===== src/rtl/ask_tx_ctrl.sv =====
// ASK transmit controller: serialises bytes MSB first onto data_bit with a trailing idle gap per burst.
// Optional leading preamble byte per burst is enabled by defining ASK_PREAMBLE_EN.
module ask_tx_ctrl #(
    parameter int unsigned BIT_CYCLES = 16,
    parameter int unsigned GAP_BITS   = 2
`ifdef ASK_PREAMBLE_EN
    ,
    parameter logic [7:0]  PREAMBLE   = 8'hAA
`endif
) (
    input  logic       clk,
    input  logic       reset,
    input  logic [7:0] tx_data,
    input  logic       tx_valid,
    output logic       tx_ready,
    output logic       data_bit,
    output logic       mod_en,
    output logic       bit_strobe,
    output logic       busy,
    output logic       frame_done
);

    typedef enum logic [1:0] {
        S_IDLE     = 2'd0,
        S_DATA     = 2'd1,
        S_GAP      = 2'd2
`ifdef ASK_PREAMBLE_EN
        ,
        S_PREAMBLE = 2'd3
`endif
    } state_t;

    localparam logic [15:0] CNT_LAST = 16'(BIT_CYCLES - 1);
    localparam logic [7:0]  GAP_LAST = 8'(GAP_BITS - 1);

    state_t      state_q, state_d;
    logic [15:0] cnt_q, cnt_d;
    logic [2:0]  bit_idx_q, bit_idx_d;
    logic [7:0]  gap_cnt_q, gap_cnt_d;
    logic [7:0]  buf_q, buf_d;
    logic        buf_full_q, buf_full_d;
    logic [7:0]  shreg_q, shreg_d;

    logic tx_ready_q, tx_ready_d;
    logic data_bit_q, data_bit_d;
    logic mod_en_q, mod_en_d;
    logic bit_strobe_q, bit_strobe_d;
    logic busy_q, busy_d;
    logic frame_done_q, frame_done_d;

    logic hs, strobe, byte_end;

    always_comb begin
        // NOTE: every variable gets a default first so no path can infer a latch.
        state_d    = state_q;
        cnt_d      = cnt_q;
        bit_idx_d  = bit_idx_q;
        gap_cnt_d  = gap_cnt_q;
        buf_d      = buf_q;
        buf_full_d = buf_full_q;
        shreg_d    = shreg_q;

        hs       = tx_valid & tx_ready_q;
        strobe   = (state_q != S_IDLE) && (cnt_q == CNT_LAST);
        byte_end = strobe && (bit_idx_q == 3'd7);

        if (state_q != S_IDLE) begin
            cnt_d = strobe ? 16'd0 : cnt_q + 16'd1;
        end

        case (state_q)
            S_IDLE: begin
                cnt_d     = 16'd0;
                bit_idx_d = 3'd0;
                gap_cnt_d = 8'd0;
                if (hs) begin
                    shreg_d = tx_data;
`ifdef ASK_PREAMBLE_EN
                    state_d = S_PREAMBLE;
`else
                    state_d = S_DATA;
`endif
                end
            end
`ifdef ASK_PREAMBLE_EN
            S_PREAMBLE: begin
                // The first byte already sits in the shift register; later arrivals go to the buffer.
                if (hs) begin
                    buf_d      = tx_data;
                    buf_full_d = 1'b1;
                end
                if (strobe) begin
                    bit_idx_d = bit_idx_q + 3'd1;
                    if (byte_end) state_d = S_DATA;
                end
            end
`endif
            S_DATA: begin
                if (strobe) begin
                    bit_idx_d = bit_idx_q + 3'd1;
                    shreg_d   = {shreg_q[6:0], 1'b0};
                    if (byte_end) begin
                        if (buf_full_q) begin
                            shreg_d    = buf_q;
                            buf_d      = 8'd0;
                            buf_full_d = 1'b0;
                        end else if (hs) begin
                            shreg_d = tx_data;
                        end else begin
                            state_d   = S_GAP;
                            gap_cnt_d = 8'd0;
                        end
                    end
                end
                if (hs && !byte_end) begin
                    buf_d      = tx_data;
                    buf_full_d = 1'b1;
                end
            end
            S_GAP: begin
                if (strobe) begin
                    if (gap_cnt_q == GAP_LAST) state_d = S_IDLE;
                    else                       gap_cnt_d = gap_cnt_q + 8'd1;
                end
            end
            default: state_d = S_IDLE;
        endcase

        // Outputs are registered, so they are derived from the next-state values.
        case (state_d)
            S_DATA:     data_bit_d = shreg_d[7];
`ifdef ASK_PREAMBLE_EN
            S_PREAMBLE: data_bit_d = PREAMBLE[~bit_idx_d];
`endif
            default:    data_bit_d = 1'b0;
        endcase
        mod_en_d     = (state_d != S_IDLE);
        busy_d       = (state_d != S_IDLE);
        bit_strobe_d = (state_d != S_IDLE) && (cnt_d == CNT_LAST);
        frame_done_d = (state_d == S_GAP) && (cnt_d == CNT_LAST) && (gap_cnt_d == GAP_LAST);
        case (state_d)
            S_IDLE:  tx_ready_d = 1'b1;
            S_GAP:   tx_ready_d = 1'b0;
            default: tx_ready_d = !buf_full_d;
        endcase
    end

    // NOTE: sequential state uses non-blocking assignments only, so every flop samples pre-edge values.
    always_ff @(posedge clk) begin
        if (reset) begin
            state_q      <= S_IDLE;
            cnt_q        <= 16'd0;
            bit_idx_q    <= 3'd0;
            gap_cnt_q    <= 8'd0;
            buf_q        <= 8'd0;
            buf_full_q   <= 1'b0;
            shreg_q      <= 8'd0;
            tx_ready_q   <= 1'b1;
            data_bit_q   <= 1'b0;
            mod_en_q     <= 1'b0;
            bit_strobe_q <= 1'b0;
            busy_q       <= 1'b0;
            frame_done_q <= 1'b0;
        end else begin
            state_q      <= state_d;
            cnt_q        <= cnt_d;
            bit_idx_q    <= bit_idx_d;
            gap_cnt_q    <= gap_cnt_d;
            buf_q        <= buf_d;
            buf_full_q   <= buf_full_d;
            shreg_q      <= shreg_d;
            tx_ready_q   <= tx_ready_d;
            data_bit_q   <= data_bit_d;
            mod_en_q     <= mod_en_d;
            bit_strobe_q <= bit_strobe_d;
            busy_q       <= busy_d;
            frame_done_q <= frame_done_d;
        end
    end

    assign tx_ready   = tx_ready_q;
    assign data_bit   = data_bit_q;
    assign mod_en     = mod_en_q;
    assign bit_strobe = bit_strobe_q;
    assign busy       = busy_q;
    assign frame_done = frame_done_q;

endmodule


===== config.mk =====
export PLATFORM = sky130hd
export DESIGN_NAME = ask_tx_ctrl
export DESIGN_NICKNAME = d
export VERILOG_FILES = /design/src/rtl/ask_tx_ctrl.sv
export SDC_FILE = /design/constraint.sdc
export NUM_CORES = 1
export LEC_CHECK = 0
export CAP_MARGIN = 40
export CORE_ASPECT_RATIO = 2
export CORE_UTILIZATION = 40
export CTS_CLUSTER_SIZE = 40
export DETAILED_ROUTE_END_ITERATION = 16
export GPL_TIMING_DRIVEN = 0
export PLACE_DENSITY = 0.67
export SLEW_MARGIN = 20
export SYNTH_ARGS = -nofsm -noshare
export SYNTH_HDL_FRONTEND = slang
export SYNTH_SLANG_ARGS = --single-unit

===== constraint.sdc =====
create_clock -name clk -period 2.8 [get_ports clk]
set_clock_uncertainty 0.1 [all_clocks]
set_input_delay 0.7 -clock clk [delete_from_list [all_inputs] [get_ports clk]]
set_output_delay 0.7 -clock clk [all_outputs]
set_load 0.01 [all_outputs]

==> flow_summary.json <==
{
  "status": "completed",
  "clkSinkCount": 51,
  "synth_compound_area_share_pct": 21.2,
  "final_common_cell": "dfxtp_1",
  "coreArea_um2": 6940,
  "cpPeakStageDelay_ps": 490,
  "worst_hold_startpoint": "cnt_q[0]$_SDFF_PP0_",
  "report.final.setup_viol": 0,
  "antenna_found_initial": 0,
  "dp_hpwl_mm": 5.82,
  "grt_max_degree": 16,
  "cp_max_fo": 6,
  "drt_iter0_markers": 146,
  "crit_start": "tx_valid",
  "cts_tree": "done",
  "num_rows": 43,
  "grt_use_total_pct": 22.4,
  "fmax_mhz": 373,
  "period_share_pct": 95.8,
  "n_antenna_cell": 0,
  "area_growth_pct": 18.4,
  "yosys.area_share.xor_xnor_pct": 3.96,
  "clk_pin_slew_worst_paths_ps": 60,
  "cts_buffer_depth": 2,
  "ys_types": 57,
  "via_per_inst": 6.00,
  "yosys.area_share.simple_pct": 27.0,
  "die_w_um": 61.9,
  "arrival_ps": 2790,
  "wl_mm": 7.80,
  "period_needed_ps": 2680,
  "synth_top_flop_cell": "dfxtp_1",
  "avgSynthCellArea_um2": 8.58,
  "setup.worst_path.end_class": "flip-flop",
  "final_layout_size_suffix_gt1_share_pct": 13.6,
  "tightest_slew_ps": 818,
  "nets": 374,
  "io_pins": 17,
  "slowest_stage": "clkdlybuf4s50_1",
  "root_buffer": "clkbuf_16",
  "ff2ff_path_depth": 7,
  "ys_seq_area_share_pct": 35.5,
  "crit_required_ps": 2910,
  "peakVddDrop_v": 0.000484,
  "final_cell_mix": "50 x dfxtp_1, 33 x nor2_1, 15 x nand2_1, 15 x a21oi_1, 15 x clkdlybuf4s50_1",
  "hold_viol_final": 0,
  "start_kind": "input port",
  "dr_total_vias": 2696,
  "yosys_warnings": 0,
  "cts_htree_levels": 2,
  "gp_congestion": 0.956,
  "postLayoutCoreUtil_pct": 49.0,
  "clkLatencyLatePin_ps": 290,
  "dp_slack_ps": -523,
  "worstSetupPathType": "in2reg",
  "synth-seq-cells": 51,
  "ant_nets": 0,
  "rrSetupSlack_ps": 120,
  "whs_path_depth": 1,
  "slew_viol_final": 0,
  "start_util_pct": 41.4,
  "synth-edff-count": 0,
  "synth_adder_area_share_pct": 2.18,
  "cts_buffers": 5,
  "total_power_mw": 1.70,
  "power_per_cell_area_nw_per_um2": 498,
  "synth_top_family_by_area": "simple AND/OR/NAND/NOR gates",
  "die_h_um": 122,
  "timing.rr.end": "data_bit$_SDFF_PP0_",
  "port_buffers": 15,
  "grt_pass1_wl_mm": 12.3,
  "hold_end": "cnt_q[0]$_SDFF_PP0_",
  "first_global_vias": 2574,
  "wl_per_cell_um": 17.4,
  "syn_area_um2": 2870,
  "yosys-mux-area-fraction_pct": 5.88,
  "postSynthCellCount": 335,
  "hold_path_class": "reg2reg",
  "cap_violations": 0,
  "fin_ws_ps": 116,
  "first_pass_iters": 5,
  "r2r-start": "cnt_q[5]$_SDFF_PP0_",
  "cp_cell_sequence": "clkdlybuf4s50_1, a21oi_4, nand4_1, o21a_2, o21a_1, a311o_1, nor4_2",
  "synth-async-reset-ratio_pct": 0,
  "grt-ovfl-total": 0,
  "p_leak_nw": 1.17,
  "die-area_um2": 7550,
  "drc": 0,
  "relSlewSlack_pct": 45.0,
  "synthesis.nets": 351
}
[cell usage after synthesis, drive strengths merged, types with 2 or more instances]
library cell | n | area [µm²]
nand2b | 5 | 31.3
nand2 | 15 | 56.3
o21ai | 10 | 50.1
o211ai | 6 | 50.1
buf | 6 | 45.0
nor3b | 2 | 15.0
a22oi | 10 | 75.1
and3 | 8 | 50.1
nor2b | 9 | 56.3
nor3 | 12 | 65.1
nor2 | 33 | 124
o22ai | 6 | 37.5
xor2 | 7 | 61.3
dfxtp | 51 | 1020
mux2 | 7 | 78.8
o311ai | 3 | 43.8
or4 | 4 | 37.5
mux2i | 9 | 90.1
a31oi | 7 | 43.8
o211a | 2 | 20.0
nand4 | 11 | 68.8
xnor2 | 6 | 52.6
o21a | 2 | 15.0
clkbuf | 14 | 52.6
a21oi | 16 | 80.1
or2 | 4 | 25.0
inv | 7 | 26.3
a22o | 6 | 52.6
nand3 | 12 | 60.1
nor4 | 9 | 77.6
nand4b | 2 | 17.5
a211oi | 4 | 30.0
o21ba | 2 | 20.0
and4 | 2 | 17.5
or3 | 10 | 67.6
ha | 5 | 62.6
[power by group]
part | total [mW] | switching, mW | internal (mW)
sequential | 0.763 | 0.0166 | 0.746
combinational | 0.153 | 0.0842 | 0.0690
clock | 0.779 | 0.267 | 0.512
total | 1.70 | 0.368 | 1.33
[final cells by class]
type                    instances  area (µm²)
plain buffers                  19        96.3
clock buffers                   6         129
flip-flops and latches         51        1020
multi-input cells             257        1790
repair buffers                 17         165
inverters                       7        26.3
well taps                      90         113
fillers                       668        3540
clock inverters                 2        60.1
[worst max-delay path by stage]
stage                            endpoint  slack, ps  cells past startpoint
finish              frame_done$_SDFF_PP0_        120                      7
global route        frame_done$_SDFF_PP0_         -7                      7
CTS                 frame_done$_SDFF_PP0_         10                      7
detailed placement  frame_done$_SDFF_PP0_       -520                      7
global placement    frame_done$_SDFF_PP0_       -510                      7
floorplan           frame_done$_SDFF_PP0_        310                      8
[sequential cells by signal (all words and copies together), names as in the netlist]
| signal | cells |
|---|---|
| gap_cnt_q | 8 |
| buf_q | 8 |
| bit_idx_q | 3 |
| bit_strobe | 1 |
| busy | 1 |
| frame_done | 1 |
| shreg_q | 8 |
| tx_ready | 1 |
| state_q | 2 |
| cnt_q | 16 |
| buf_full_q | 1 |
| data_bit | 1 |
[timing repair]
item | CTS | global route
pin swaps | 0 | 2
gates resized for setup | 10 | 8
hold buffers | 0 | 0
buffers inserted | 0 | 2
endpoints found under the setup margin | 27 | 18
[per-stage QoR]
step / hold slack [ps] / setup TNS, ps / std cells / area (µm²)
after detailed placement: 358 / -3890 / 440 / 3140
after floorplan: 337 / 0 / 335 / 2870
after global placement: 352 / -2630 / 440 / 3140
after global routing: 393 / -7.38 / 449 / 3400
final: 356 / 0 / 449 / 3400
after CTS: 373 / 0 / 448 / 3370
[per-layer routing]
| metal | routed length [µm] | global-route usage, % | vias up |
|---|---|---|---|
| met3 | 169 | 3.82 | 28 |
| li1 | - | - | 1309 |
| met5 | 0 | 0 | - |
| met1 | 2800 | 21.2 | 1296 |
| met2 | 4430 | 41.7 | 63 |
| met4 | 390 | 13.5 | 0 |
[critical path: cells and delay by family]
family / cells / cell delay [ps]
simple gates: 2 / 480
compound gates: 4 / 1120
buf+inv: 1 / 490
[logic make-up after synthesis]
| kind of cell | after synthesis |
|---|---|
| simple gates | 139 |
| compound gates | 84 |
| flops | 51 |
| buf+inv | 27 |
| mux | 16 |
| xor+xnor | 13 |
| fa+ha+maj | 5 |
Power figures use the tool's default switching activity.
